==> config.mk <==
export PLATFORM = sky130hd
export DESIGN_NAME = cordic_iter
export DESIGN_NICKNAME = d
export VERILOG_FILES = /design/src/rtl/cordic_pkg.sv /design/src/rtl/cordic_stage.sv /design/src/rtl/cordic_iter.sv
export SDC_FILE = /design/constraint.sdc
export NUM_CORES = 1
export LEC_CHECK = 0
export CAP_MARGIN = 20
export CORE_AREA = 2 2 178 180
export CTS_BUF_LIST = sky130_fd_sc_hd__clkbuf_16
export DETAILED_ROUTE_END_ITERATION = 7
export DIE_AREA = 0 0 180 182
export DONT_BUFFER_PORTS = 1
export PLACE_DENSITY = 0.57
export SKIP_CTS_REPAIR_TIMING = 1
export SYNTH_ARGS = -nofsm -noshare
export SYNTH_HDL_FRONTEND = slang
export SYNTH_SLANG_ARGS = --single-unit
==> constraint.sdc <==
create_clock -name clk -period 11.7 [get_ports clk]
set_input_delay 2.34 -clock clk [delete_from_list [all_inputs] [get_ports clk]]
set_output_delay 2.34 -clock clk [all_outputs]
set_load 0.02 [all_outputs]
==> src/rtl/cordic_pkg.sv <==
// Shared types and constants for the iterative CORDIC core.
// Also carries the arctangent table generator and the CORDIC gain.
package cordic_pkg;

  typedef enum logic {
    CORDIC_ROT = 1'b0,
    CORDIC_VEC = 1'b1
  } cordic_mode_e;

  typedef enum logic [1:0] {
    IDLE = 2'd0,
    RUN  = 2'd1,
    DONE = 2'd2
  } cordic_state_e;

  localparam real CORDIC_K = 1.6467602581210656;

  // round(atan(2^-k) * 2^width), evaluated at elaboration only
  function automatic longint atan_lut(input int k, input int width);
    real t;
    real p;
    real s;
    if (k == 0) begin
      s = 0.78539816339744830962;
    end else begin
      t = 1.0 / (2.0 ** k);
      p = t;
      s = 0.0;
      for (int n = 0; n < 60; n++) begin
        if (n % 2 == 0) s = s + p / real'(2 * n + 1);
        else            s = s - p / real'(2 * n + 1);
        p = p * t * t;
      end
    end
    return longint'($rtoi(s * (2.0 ** width) + 0.5));
  endfunction

endpackage

==> src/rtl/cordic_stage.sv <==
// Single combinational CORDIC micro-rotation.
// Angle constants are built at elaboration and selected by k.
import cordic_pkg::*;

module cordic_stage #(
  parameter int WIDTH = 24,
  parameter int IW    = WIDTH + 2,
  parameter int KW    = 4
) (
  input  logic signed [IW-1:0] x,
  input  logic signed [IW-1:0] y,
  input  logic signed [IW-1:0] z,
  input  logic        [KW-1:0] k,
  input  cordic_mode_e         mode,
  output logic signed [IW-1:0] x_n,
  output logic signed [IW-1:0] y_n,
  output logic signed [IW-1:0] z_n
);

  logic signed [IW-1:0] atan_tab [2**KW];
  logic signed [IW-1:0] xs;
  logic signed [IW-1:0] ys;
  logic signed [IW-1:0] at;
  logic                 d_pos;

  for (genvar i = 0; i < 2**KW; i++) begin : g_atan
    localparam logic signed [IW-1:0] A = IW'(atan_lut(i, WIDTH));
    assign atan_tab[i] = A;
  end

  // zero counts as positive: z==0 -> d=+1, y==0 -> d=-1
  assign d_pos = (mode == CORDIC_ROT) ? ~z[IW-1] : y[IW-1];
  assign xs    = x >>> k;
  assign ys    = y >>> k;
  assign at    = atan_tab[k];

  always_comb begin
    x_n = x;
    y_n = y;
    z_n = z;
    if (d_pos) begin
      x_n = x - ys;
      y_n = y + xs;
      z_n = z - at;
    end else begin
      x_n = x + ys;
      y_n = y - xs;
      z_n = z + at;
    end
  end

endmodule

==> src/rtl/cordic_iter.sv <==
// Iterative CORDIC: one micro-rotation per clock on a shared stage,
// valid/ready handshakes on both sides, no gain compensation.
import cordic_pkg::*;

module cordic_iter #(
  parameter int WIDTH = 24,
  parameter int ITERS = 16,
  parameter int IW    = WIDTH + 2
) (
  input  logic                 clk,
  input  logic                 rst_n,
  input  logic                 in_valid,
  output logic                 in_ready,
  input  logic                 mode,
  input  logic signed [WIDTH-1:0] x_in,
  input  logic signed [WIDTH-1:0] y_in,
  input  logic signed [IW-1:0] z_in,
  output logic                 out_valid,
  input  logic                 out_ready,
  output logic signed [IW-1:0] x_out,
  output logic signed [IW-1:0] y_out,
  output logic signed [IW-1:0] z_out
);

  localparam int KW = (ITERS > 1) ? $clog2(ITERS) : 1;
  localparam logic [KW-1:0] K_LAST = KW'(ITERS - 1);

  cordic_state_e        state_q;
  cordic_state_e        state_d;
  cordic_mode_e         mode_q;
  logic        [KW-1:0] k_q;
  logic signed [IW-1:0] x_q;
  logic signed [IW-1:0] y_q;
  logic signed [IW-1:0] z_q;
  logic signed [IW-1:0] x_n;
  logic signed [IW-1:0] y_n;
  logic signed [IW-1:0] z_n;
  logic                 accept;

  cordic_stage #(
    .WIDTH (WIDTH),
    .IW    (IW),
    .KW    (KW)
  ) u_stage (
    .x    (x_q),
    .y    (y_q),
    .z    (z_q),
    .k    (k_q),
    .mode (mode_q),
    .x_n  (x_n),
    .y_n  (y_n),
    .z_n  (z_n)
  );

  assign accept = in_valid & in_ready;

  always_ff @(posedge clk or negedge rst_n) begin
    if (!rst_n) state_q <= IDLE;
    else        state_q <= state_d;
  end

  always_comb begin
    state_d = state_q;
    unique case (1'b1)
      state_q == IDLE: if (in_valid)        state_d = RUN;
      state_q == RUN:  if (k_q == K_LAST)   state_d = DONE;
      state_q == DONE: if (out_ready)       state_d = IDLE;
      default:                              state_d = IDLE;
    endcase
  end

  // in_ready is gated by rst_n so it stays low while reset is held
  always_comb begin
    in_ready  = 1'b0;
    out_valid = 1'b0;
    unique case (1'b1)
      state_q == IDLE: in_ready  = rst_n;
      state_q == DONE: out_valid = 1'b1;
      default: ;
    endcase
  end

  always_ff @(posedge clk or negedge rst_n) begin
    if (!rst_n) begin
      mode_q <= CORDIC_ROT;
      k_q    <= '0;
      x_q    <= '0;
      y_q    <= '0;
      z_q    <= '0;
    end else if (accept) begin
      mode_q <= cordic_mode_e'(mode);
      k_q    <= '0;
      x_q    <= {{(IW-WIDTH){x_in[WIDTH-1]}}, x_in};
      y_q    <= {{(IW-WIDTH){y_in[WIDTH-1]}}, y_in};
      z_q    <= z_in;
    end else if (state_q == RUN) begin
      k_q    <= k_q + 1'b1;
      x_q    <= x_n;
      y_q    <= y_n;
      z_q    <= z_n;
    end
  end

  assign x_out = x_q;
  assign y_out = y_q;
  assign z_out = z_q;

endmodule

==> results of run 1 <==
## final cells by class
cell class | count | area (um^2)
Timing Repair Buffer | 15 | 113
Tap cell | 402 | 503
Antenna cell | 1 | 2.50
Clock buffer | 9 | 225
Clock inverter | 7 | 58.8
Inverter | 37 | 139
Multi-Input combinational cell | 1364 | 9770
Fill cell | 3165 | 18000
Sequential cell | 85 | 2140
## sequential cells by signal, summed over array words and instances (netlist names)
signal   cells
x_out       26
y_out       26
z_out       26
k_q          4
state_q      2
mode_q       1
## critical path: cells and delay by family, from the launching register on
kind | cells | cell delay (ns)
AO/OA/AOI/OAI | 8 | 2.30
XOR/XNOR | 1 | 0.20
AND/OR/NAND/NOR | 7 | 1.12
flip-flops | 1 | 0.81
adder cells (fa/ha/maj) | 3 | 1.20
buffers and inverters | 2 | 0.83
## per-stage QoR
stage	area, um^2	setup slack (ns)
floorplan	12500	6.07
global placement	12700	5.27
detailed placement	12700	5.12
CTS	12900	5.07
global route	12900	4.40
finish	13000	5.14
## kinds of logic (layout without fill, tap and decap cells)
family | Yosys count | count (layout) | share of synthesized area, %
flip-flops | 85 | 85 | 17.0
other | 0 | 1 | 0
AO/OA/AOI/OAI | 504 | 504 | 25.6
AND/OR/NAND/NOR | 517 | 517 | 19.1
XOR/XNOR | 117 | 117 | 8.21
buffers and inverters | 135 | 68 | 4.91
adder cells (fa/ha/maj) | 92 | 92 | 9.40
multiplexers | 134 | 134 | 15.7
## cell usage in the layout (no fill, tap or decap), types with 14 or more instances in the layout
cell type / count
a21oi_1: 146
nor2b_1: 18
nor2_1: 128
nand2_1: 189
a22oi_1: 22
buf_4: 15
o31ai_1: 16
ha_1: 89
o21ai_0: 109
a21o_1: 40
o21a_1: 25
and3_1: 19
a31oi_1: 32
dfrtp_1: 81
inv_1: 37
xor2_1: 45
or3_1: 14
nand2b_1: 28
nor3_1: 41
mux4_2: 40
mux2i_1: 56
nand3_1: 24
xnor2_1: 72
mux2_2: 27
## layer usage
| metal | global-route usage (%) | vias to the layer above | share of wire, % |
|---|---|---|---|
| met4 | 9.95 | 0 | 3.2 |
| met3 | 5.17 | 63 | 5.8 |
| met5 | 0 | - | 0 |
| met1 | 31.3 | 5691 | 44 |
| li1 | - | 5716 | - |
| met2 | 41.1 | 325 | 47 |
## worst min path at each step
stage                           from          to  slack (ns)  depth (start not counted)
after floorplan           state_q[1]  state_q[0]        0.46                          1
after global placement    state_q[1]  state_q[0]        0.55                          1
after detailed placement  state_q[1]  state_q[0]        0.54                          1
after CTS                 state_q[1]  state_q[0]        0.56                          1
after global routing      state_q[1]  state_q[0]        0.61                          1
final                     state_q[1]  state_q[0]        0.57                          1
## synth_stat cells (8+ instances only)
| master | number | area [um^2] |
|---|---|---|
| and3_1 | 19 | 119 |
| inv_1 | 35 | 131 |
| buf_1 | 17 | 63.8 |
| o21bai_1 | 9 | 67.6 |
| and2_1 | 11 | 68.8 |
| a31oi_1 | 32 | 200 |
| a22oi_1 | 22 | 165 |
| dfrtp_1 | 85 | 2130 |
| o31ai_1 | 16 | 120 |
| o21ai_0 | 109 | 546 |
| or3_1 | 14 | 87.6 |
| nor2_1 | 129 | 484 |
| nand3_1 | 24 | 120 |
| o211ai_1 | 8 | 60.1 |
| o221ai_1 | 9 | 78.8 |
| a21o_1 | 40 | 300 |
| nor3b_1 | 9 | 67.6 |
| ha_1 | 89 | 1110 |
| buf_2 | 14 | 70.1 |
| nand2b_1 | 29 | 181 |
| o21a_1 | 25 | 188 |
| a21oi_1 | 147 | 736 |
| xor2_1 | 45 | 394 |
| nor3_1 | 41 | 205 |
| clkbuf_1 | 54 | 203 |
| xnor2_1 | 72 | 631 |
| nor2b_1 | 19 | 119 |
| mux4_2 | 40 | 901 |
| mux2_2 | 27 | 304 |
| or2_2 | 8 | 50.1 |
| o22ai_1 | 11 | 68.8 |
| a211oi_1 | 9 | 67.6 |
| nand4_1 | 8 | 50.1 |
| mux2i_1 | 56 | 561 |
| nand2_1 | 190 | 713 |
==> impl_metrics.csv, run 1 <==
group,metric,value,unit
critical_path,crit_chain,"clkinv_1 -> ha_1 -> nor2_1 -> a21oi_1 -> inv_1 -> ha_1 -> a21boi_0 -> nand2_1 -> o41ai_1 -> xnor2_1 -> ha_1 -> nand2_1 -> nor2_1 -> o221ai_1 -> a311oi_1 -> a2111oi_0 -> or3_1 -> a311oi_1 -> a41o_1 -> nor4_1 -> nor3_1",
critical_path,crit_top_cell,"ha_1",
cells_and_area,utilization,41.8,%
yosys,syn_area,0.0125,mm^2
timing,post-route-period-util,56.1,%
clocking,insertion_delay,0.37,ns
hold_path,hold_class,"register to register",
critical_path,worstSetupPathType,"register to register",
global_routing,grt_max_degree,87,
critical_path,reg2reg_slack,5.14,ns
detailed_routing,via_per_inst,6.14,
critical_path,cp.required,11.99,ns
global_routing,overflow,0,
job,maxCapViolations,0,
critical_path,arrival,6.85,ns
clocking,cts.sinks,85,
timing,tns,0,ns
clocking,htreeDepth,3,
yosys,avgSynthCellArea,7.88,um^2
placement,dp_cells,1903,
floorplanning,num_rows,65,
floorplanning,die_area,0.0328,mm^2
placement,hpwl,30.2,mm
timing,hold_ws,0.566,ns
critical_path,rr_endpoint,"z_out[25]",
floorplanning,die_x,180,um
timing,finalSetupViolations,0,
detailed_routing,routed_wirelength,41.0,mm
timing,drv_slew,0,
clocking,cts.path.max_buffers,2,
timing,fin_worst_skew,0.00996,ns
yosys,synthCells,1584,
floorplanning,initial_core_util,40.3,%
clocking,cts_buffers,9,
timing,tightest_slew,1.10,ns
critical_path,rr_worst_depth,21,
yosys,ys_async_sr_fraction,100,%
placement,place_congestion,0.865,
detailed_routing,vias,11795,
clocking,cts_tree,"yes",
yosys,ys_seq_area_share,17.0,%
status,status,"finished, final reports clean",
timing,fmax,152,MHz
global_routing,first_global_vias,11511,
critical_path,cp_max_fo,43,
critical_path,cp-startpoint,"k_q[0]",
critical_path,endpoint,"z_out[25]",
yosys,ys.flop_type,"dfrtp_1",
clocking,clkSlewWorstSetupHoldPaths,0.07,ns
yosys,synth-seq-cells,85,
yosys,yosys_warnings,0,
yosys,ys_types,80,
clocking,cts-root-buf,"clkbuf_16",
floorplanning,core,0.0310,mm^2
yosys,synth_fp_nets,1755,
placement,place.port_buffers,0,
timing,hold_viol_final,0,
global_routing,grt_pass1_wl,64.5,mm
cells_and_area,finalNonFillerCells,1920,
critical_path,end_kind,"register",
timing,maxSlewHeadroom,26.8,%
detailed_routing,drc,0,
critical_path,reg2reg_from,"k_q[0]",
critical_path,cpPeakStageDelay,0.81,ns
global_routing,antenna_found_initial,1,
global_routing,grt_usage,24.7,%
detailed_routing,firstDrtPassIters,7,
cells_and_area,drive_above_1_share,8.37,%
detailed_routing,wl_per_cell,21.3,um
timing,fin_crit,6.56,ns
floorplanning,io_pins,159,
cells_and_area,area_delta_synth_final,3.72,%
detailed_routing,drt-initial-drc-count,871,
critical_path,startpoint_type,"register",
floorplanning,dieHeight,182,um
timing,rsz0062_at_grt,"no",
cells_and_area,nNetsFinal,1683,
critical_path,crit_slowest_cell,"dfrtp_4",
detailed_routing,ant_nets,0,
yosys,synth_edf_count,0,
Power of run 1 is left out: the tool's default activity adds up to more than one toggle a clock period on the data nets, which glitch-free logic cannot reach.
==> inputs of run 2 (changes only) <==
PLACE_DENSITY = 0.59   (was 0.57)
clock period = 5.7 ns   (was 11.7 ns; I/O delays follow)
==> run 2 against run 1 <==
Effect of this change: worst setup slack worse by 4.9 ns; first-iteration DRC count grew 4.1%; global-route usage grew 1.2 points; routed wire length increased by 4.9%; count of clock-buffer cells in the layout unchanged; design area is 3.3% higher; clock skew up 0.0035 ns; critical path type unchanged.
==> impl_metrics.csv, run 2 (synthesized netlist as in run 1, its figures left out) <==
group,metric,value,unit
critical_path,endpoint,"y_out[25]",
critical_path,cp_top_family,"compound AO/OA/AOI/OAI gates",
cells_and_area,finalNonFillerCells,1966,
detailed_routing,wl_per_cell,21.9,um
detailed_routing,via_per_inst,6.21,
floorplanning,io_pins,159,
timing,fin_worst_skew,0.0135,ns
critical_path,crit_top_cell,"nand2_1",
global_routing,grt_usage,25.9,%
global_routing,antenna_found_initial,0,
global_routing,grt_pass1_wl,67.0,mm
cells_and_area,drive_above_1_share,11.3,%
clocking,htreeDepth,3,
placement,dp_cells,1950,
placement,dpl-instance-area,0.0131,mm^2
clocking,cts.sinks,85,
critical_path,rr_endpoint,"y_out[25]",
cells_and_area,regArea,0.00214,mm^2
timing,post-route-period-util,95.4,%
cells_and_area,fin_area,0.0134,mm^2
floorplanning,die_area,0.0328,mm^2
timing,hold_viol_final,0,
critical_path,cpPeakStageDelay,0.62,ns
critical_path,crit_chain,"buf_12 -> mux4_2 -> mux2_2 -> nand2_1 -> o21a_1 -> ha_1 -> inv_1 -> nor4b_2 -> nand2_1 -> o31ai_1 -> xnor2_1 -> ha_1 -> a211o_1 -> or3_1 -> o211ai_1 -> o21a_1 -> a21oi_1 -> a31oi_1 -> xnor2_1 -> nand2_1 -> a21oi_1",
clocking,cts_tree,"yes",
timing,tightest_slew,0.891,ns
critical_path,end_kind,"register",
critical_path,startpoint_type,"register",
detailed_routing,ant_nets,0,
placement,place.port_buffers,0,
job,maxCapViolations,0,
critical_path,arrival,5.74,ns
detailed_routing,routed_wirelength,43.0,mm
detailed_routing,vias,12207,
floorplanning,core,0.0310,mm^2
critical_path,cp_max_fo,71,
cells_and_area,multiInputGateArea,0.00979,mm^2
floorplanning,die_x,180,um
global_routing,first_global_vias,11639,
timing,fin_crit,5.44,ns
timing,fmax,184,MHz
status,status,"finished, final reports clean",
global_routing,grt_max_degree,87,
floorplanning,num_rows,65,
cells_and_area,area_delta_synth_final,7.18,%
cells_and_area,n_antenna_cell,0,
critical_path,rr_worst_depth,21,
timing,drv_slew,0,
timing,hold_ws,0.452,ns
timing,finalSetupViolations,0,
clocking,cts.path.max_buffers,2,
floorplanning,initial_core_util,40.3,%
critical_path,cp.depth,21,
placement,hpwl,32.8,mm
detailed_routing,drt-initial-drc-count,907,
placement,place_congestion,0.931,
critical_path,reg2reg_slack,0.26,ns
critical_path,critPathBufInv,2,
clocking,cts_buffers,9,
detailed_routing,firstDrtPassIters,5,
critical_path,worstSetupPathType,"register to register",
detailed_routing,drc,0,
cells_and_area,utilization,43.2,%
clocking,insertion_delay,0.38,ns
cells_and_area,fillCellCount,3084,
critical_path,crit_slowest_cell,"mux4_2",
clocking,cts-root-buf,"clkbuf_16",
cells_and_area,final_cell_mix,"189 x nand2_1, 145 x a21oi_1, 128 x nor2_1",
critical_path,cp-startpoint,"k_q[0]",
cells_and_area,nNetsFinal,1731,
cells_and_area,layout_commonest_cell,"nand2_1",
floorplanning,dieHeight,182,um
hold_path,hold_class,"primary input to asynchronous set/reset pin",
global_routing,overflow,0,
clocking,clkSlewWorstSetupHoldPaths,0.07,ns
critical_path,reg2reg_from,"k_q[0]",
timing,maxSlewHeadroom,40.5,%
critical_path,cp.required,6.00,ns
[run 2: how the worst min path moves through the flow]
stage | slack, ns | endpoint
floorplan | 0.46 | state_q[0]
global placement | 0.54 | mode_q
detailed placement | 0.55 | mode_q
CTS | 0.43 | x_out[13]
global route | 0.44 | x_out[4]
finish | 0.45 | x_out[4]
[run 2: layout make-up]
class                      count  share of cell area, %
inverter                      37                   1.04
clock inverter                 6                  0.598
timing repair buffer          63                   3.81
tap                          402                   3.76
sequential                    85                   16.0
multi-input combinational   1364                   73.1
clock buffer                   9                   1.68
[run 2: worst reg2reg max path: stages (launching register included)]
cell	delay [ns]
dfrtp_4	0.44
buf_12	0.37
mux4_2	0.66
mux2_2	0.35
nand2_1	0.09
o21a_1	0.14
ha_1	0.21
inv_1	0.09
nor4b_2	0.40
nand2_1	0.16
o31ai_1	0.33
xnor2_1	0.18
ha_1	0.29
a211o_1	0.31
or3_1	0.32
o211ai_1	0.18
o21a_1	0.18
a21oi_1	0.11
a31oi_1	0.21
xnor2_1	0.14
nand2_1	0.07
a21oi_1	0.14
[run 2: stage by stage]
step | worst slack, ns | TNS [ns]
6_report | 0.264 | 0
3_3_place_gp | 0.382 | 0
2_1_floorplan | 0.0731 | 0
4_1_cts | 0.244 | 0
5_1_grt | -0.00418 | -0.00418
3_5_place_dp | 0.310 | 0
[run 2: layer usage]
layer | track usage (%) | share of wire (%) | vias to the layer above
met2 | 43.6 | 48 | 407
met3 | 4.67 | 5.9 | 85
met4 | 10.7 | 3.6 | 0
met1 | 32.7 | 43 | 5902
li1 | - | - | 5813
met5 | 0 | 0 | -
Power of run 2 is left out for the same reason.
==> inputs of run 3 (changes only) <==
==> constraint.sdc (replaced) <==
create_clock -name clk -period 5.7 [get_ports clk]
set_input_delay 0.285 -clock clk [delete_from_list [all_inputs] [get_ports clk]]
set_output_delay 0.285 -clock clk [all_outputs]
set_load 0.02 [all_outputs]
==> run 3 against run 2 <==
Effect of this change: worst hold slack lost 0.44 ns; register-to-register slack gained 0.02 ns; core utilization grew 0.20 points; routed wire length grew 1.7%; die area is the same; flip-flop and latch count is the same; critical path depth shrank 1; sequential share of layout area shrank 0.074 points; first-iteration DRC count grew 17%; non-clock buffer count grew 2; highest routed layer is now met5.
==> impl_metrics.csv, run 3 (synthesized netlist as in run 1, its figures left out) <==
group,metric,value,unit
floorplanning,die_area,0.0328,mm^2
cells_and_area,fillCellCount,3140,
clocking,cts-root-buf,"clkbuf_16",
cells_and_area,nNetsFinal,1733,
critical_path,rr_worst_depth,20,
detailed_routing,wl_per_cell,22.2,um
critical_path,endpoint,"y_out[25]",
cells_and_area,layout_commonest_cell,"nand2_1",
placement,place.port_buffers,0,
detailed_routing,drt-initial-drc-count,1062,
detailed_routing,firstDrtPassIters,7,
clocking,clkSlewWorstSetupHoldPaths,0.08,ns
clocking,cts_tree,"yes",
clocking,cts.sinks,85,
timing,tightest_slew,1.04,ns
clocking,insertion_delay,0.38,ns
global_routing,grt_pass1_wl,67.0,mm
placement,place_congestion,0.948,
timing,rsz0062_at_grt,"no",
cells_and_area,final_cell_mix,"189 x nand2_1, 146 x a21oi_1, 128 x nor2_1",
timing,hold_viol_final,0,
hold_path,hold_class,"primary input to register",
timing,fmax,185,MHz
placement,hpwl,32.9,mm
floorplanning,initial_core_util,40.3,%
clocking,htreeDepth,3,
cells_and_area,area_delta_synth_final,7.68,%
critical_path,rr_endpoint,"y_out[25]",
critical_path,reg2reg_slack,0.29,ns
floorplanning,die_x,180,um
job,maxCapViolations,0,
critical_path,cp.required,6.01,ns
global_routing,first_global_vias,11737,
floorplanning,num_rows,65,
clocking,cts.path.max_buffers,2,
floorplanning,dieHeight,182,um
global_routing,overflow,0,
detailed_routing,routed_wirelength,43.7,mm
detailed_routing,drc,0,
floorplanning,io_pins,159,
global_routing,grt_max_degree,87,
floorplanning,core,0.0310,mm^2
timing,maxSlewHeadroom,30.8,%
critical_path,startpoint_type,"register",
detailed_routing,vias,12305,
critical_path,end_kind,"register",
timing,fin_worst_skew,0.0100,ns
hold_path,min_from,"z_in[13]",
global_routing,antenna_found_initial,2,
timing,post-route-period-util,95.0,%
timing,finalSetupViolations,0,
detailed_routing,via_per_inst,6.24,
critical_path,reg2reg_from,"k_q[0]",
critical_path,cp-startpoint,"k_q[0]",
timing,tns,0,ns
critical_path,arrival,5.72,ns
detailed_routing,ant_nets,0,
cells_and_area,drive_above_1_share,11.4,%
clocking,cts_buffers,9,
timing,fin_crit,5.41,ns
critical_path,cp_max_fo,32,
timing,drv_slew,0,
critical_path,worstSetupPathType,"register to register",
status,status,"finished, final reports clean",
global_routing,grt_usage,25.9,%
## run 3: changes by cell type in the layout (fill, tap and decap cells not counted), moves of 2 or more
cell	change
buf_4	-3
diode_2	+2
buf_16	+2
inv_6	+2
dlygate4sd3_1	+2
## run 3: critical path, cell delays in order (launching register included)
cell	delay, ns
dfrtp_4	0.48
buf_16	0.25
mux4_2	0.61
mux2_2	0.33
a21oi_1	0.21
ha_1	0.24
inv_1	0.10
nor4b_2	0.41
nand2_1	0.17
o31ai_1	0.36
xnor2_1	0.19
ha_1	0.30
a211o_1	0.30
or3_1	0.31
o211ai_1	0.17
o21a_1	0.19
a21oi_1	0.12
a31oi_1	0.22
xnor2_1	0.15
nand2_1	0.07
a21oi_1	0.14
## run 3: through the flow
| stage | hold slack (ns) | worst slack [ns] | instance area, um^2 | util (%) | instances |
|---|---|---|---|---|---|
| finish | 0.0143 | 0.288 | 13400 | 43.4 | 1971 |
| global route | 0.0166 | 0.0158 | 13400 | 43.4 | 1970 |
| detailed placement | -0.00640 | 0.250 | 13000 | 42.0 | 1946 |
| floorplan | -0.0106 | 0.0731 | 12500 | - | 1584 |
| CTS | -0.427 | 0.216 | 13300 | 43.0 | 1962 |
| global placement | -0.00576 | 0.369 | 13000 | 42.0 | 1946 |
## run 3: worst min path at each step
stage               depth (start not counted)         to  slack [ns]
CTS                                         0  x_out[19]       -0.43
finish                                      2  z_out[13]        0.01
floorplan                                   0     k_q[0]       -0.01
detailed placement                          0   x_out[6]      -0.006
global route                                2  x_out[16]        0.02
global placement                            0   x_out[6]      -0.006
## run 3: final cells by class
| cell class | instances | area, um^2 | share of cell area [%] |
|---|---|---|---|
| multi-input combinational | 1364 | 9780 | 72.7 |
| inverter | 37 | 139 | 1.03 |
| antenna | 2 | 5.00 | 0.0372 |
| clock buffer | 9 | 225 | 1.67 |
| tap | 402 | 503 | 3.74 |
| sequential | 85 | 2140 | 15.9 |
| clock inverter | 7 | 73.8 | 0.549 |
| timing repair buffer | 65 | 583 | 4.34 |
## run 3: metal layers
layer  up-vias  wire length [um]  part of all wire [%]  global-route usage (%)
li1       5807                 -                     -                       -
met2       446             21300                    49                    45.1
met1      5974             18200                    42                    31.8
met4         2              1250                   2.9                    8.42
met5         -                19                 0.043                       0
met3        76              2940                   6.7                    5.52
Power of run 3 is left out for the same reason.
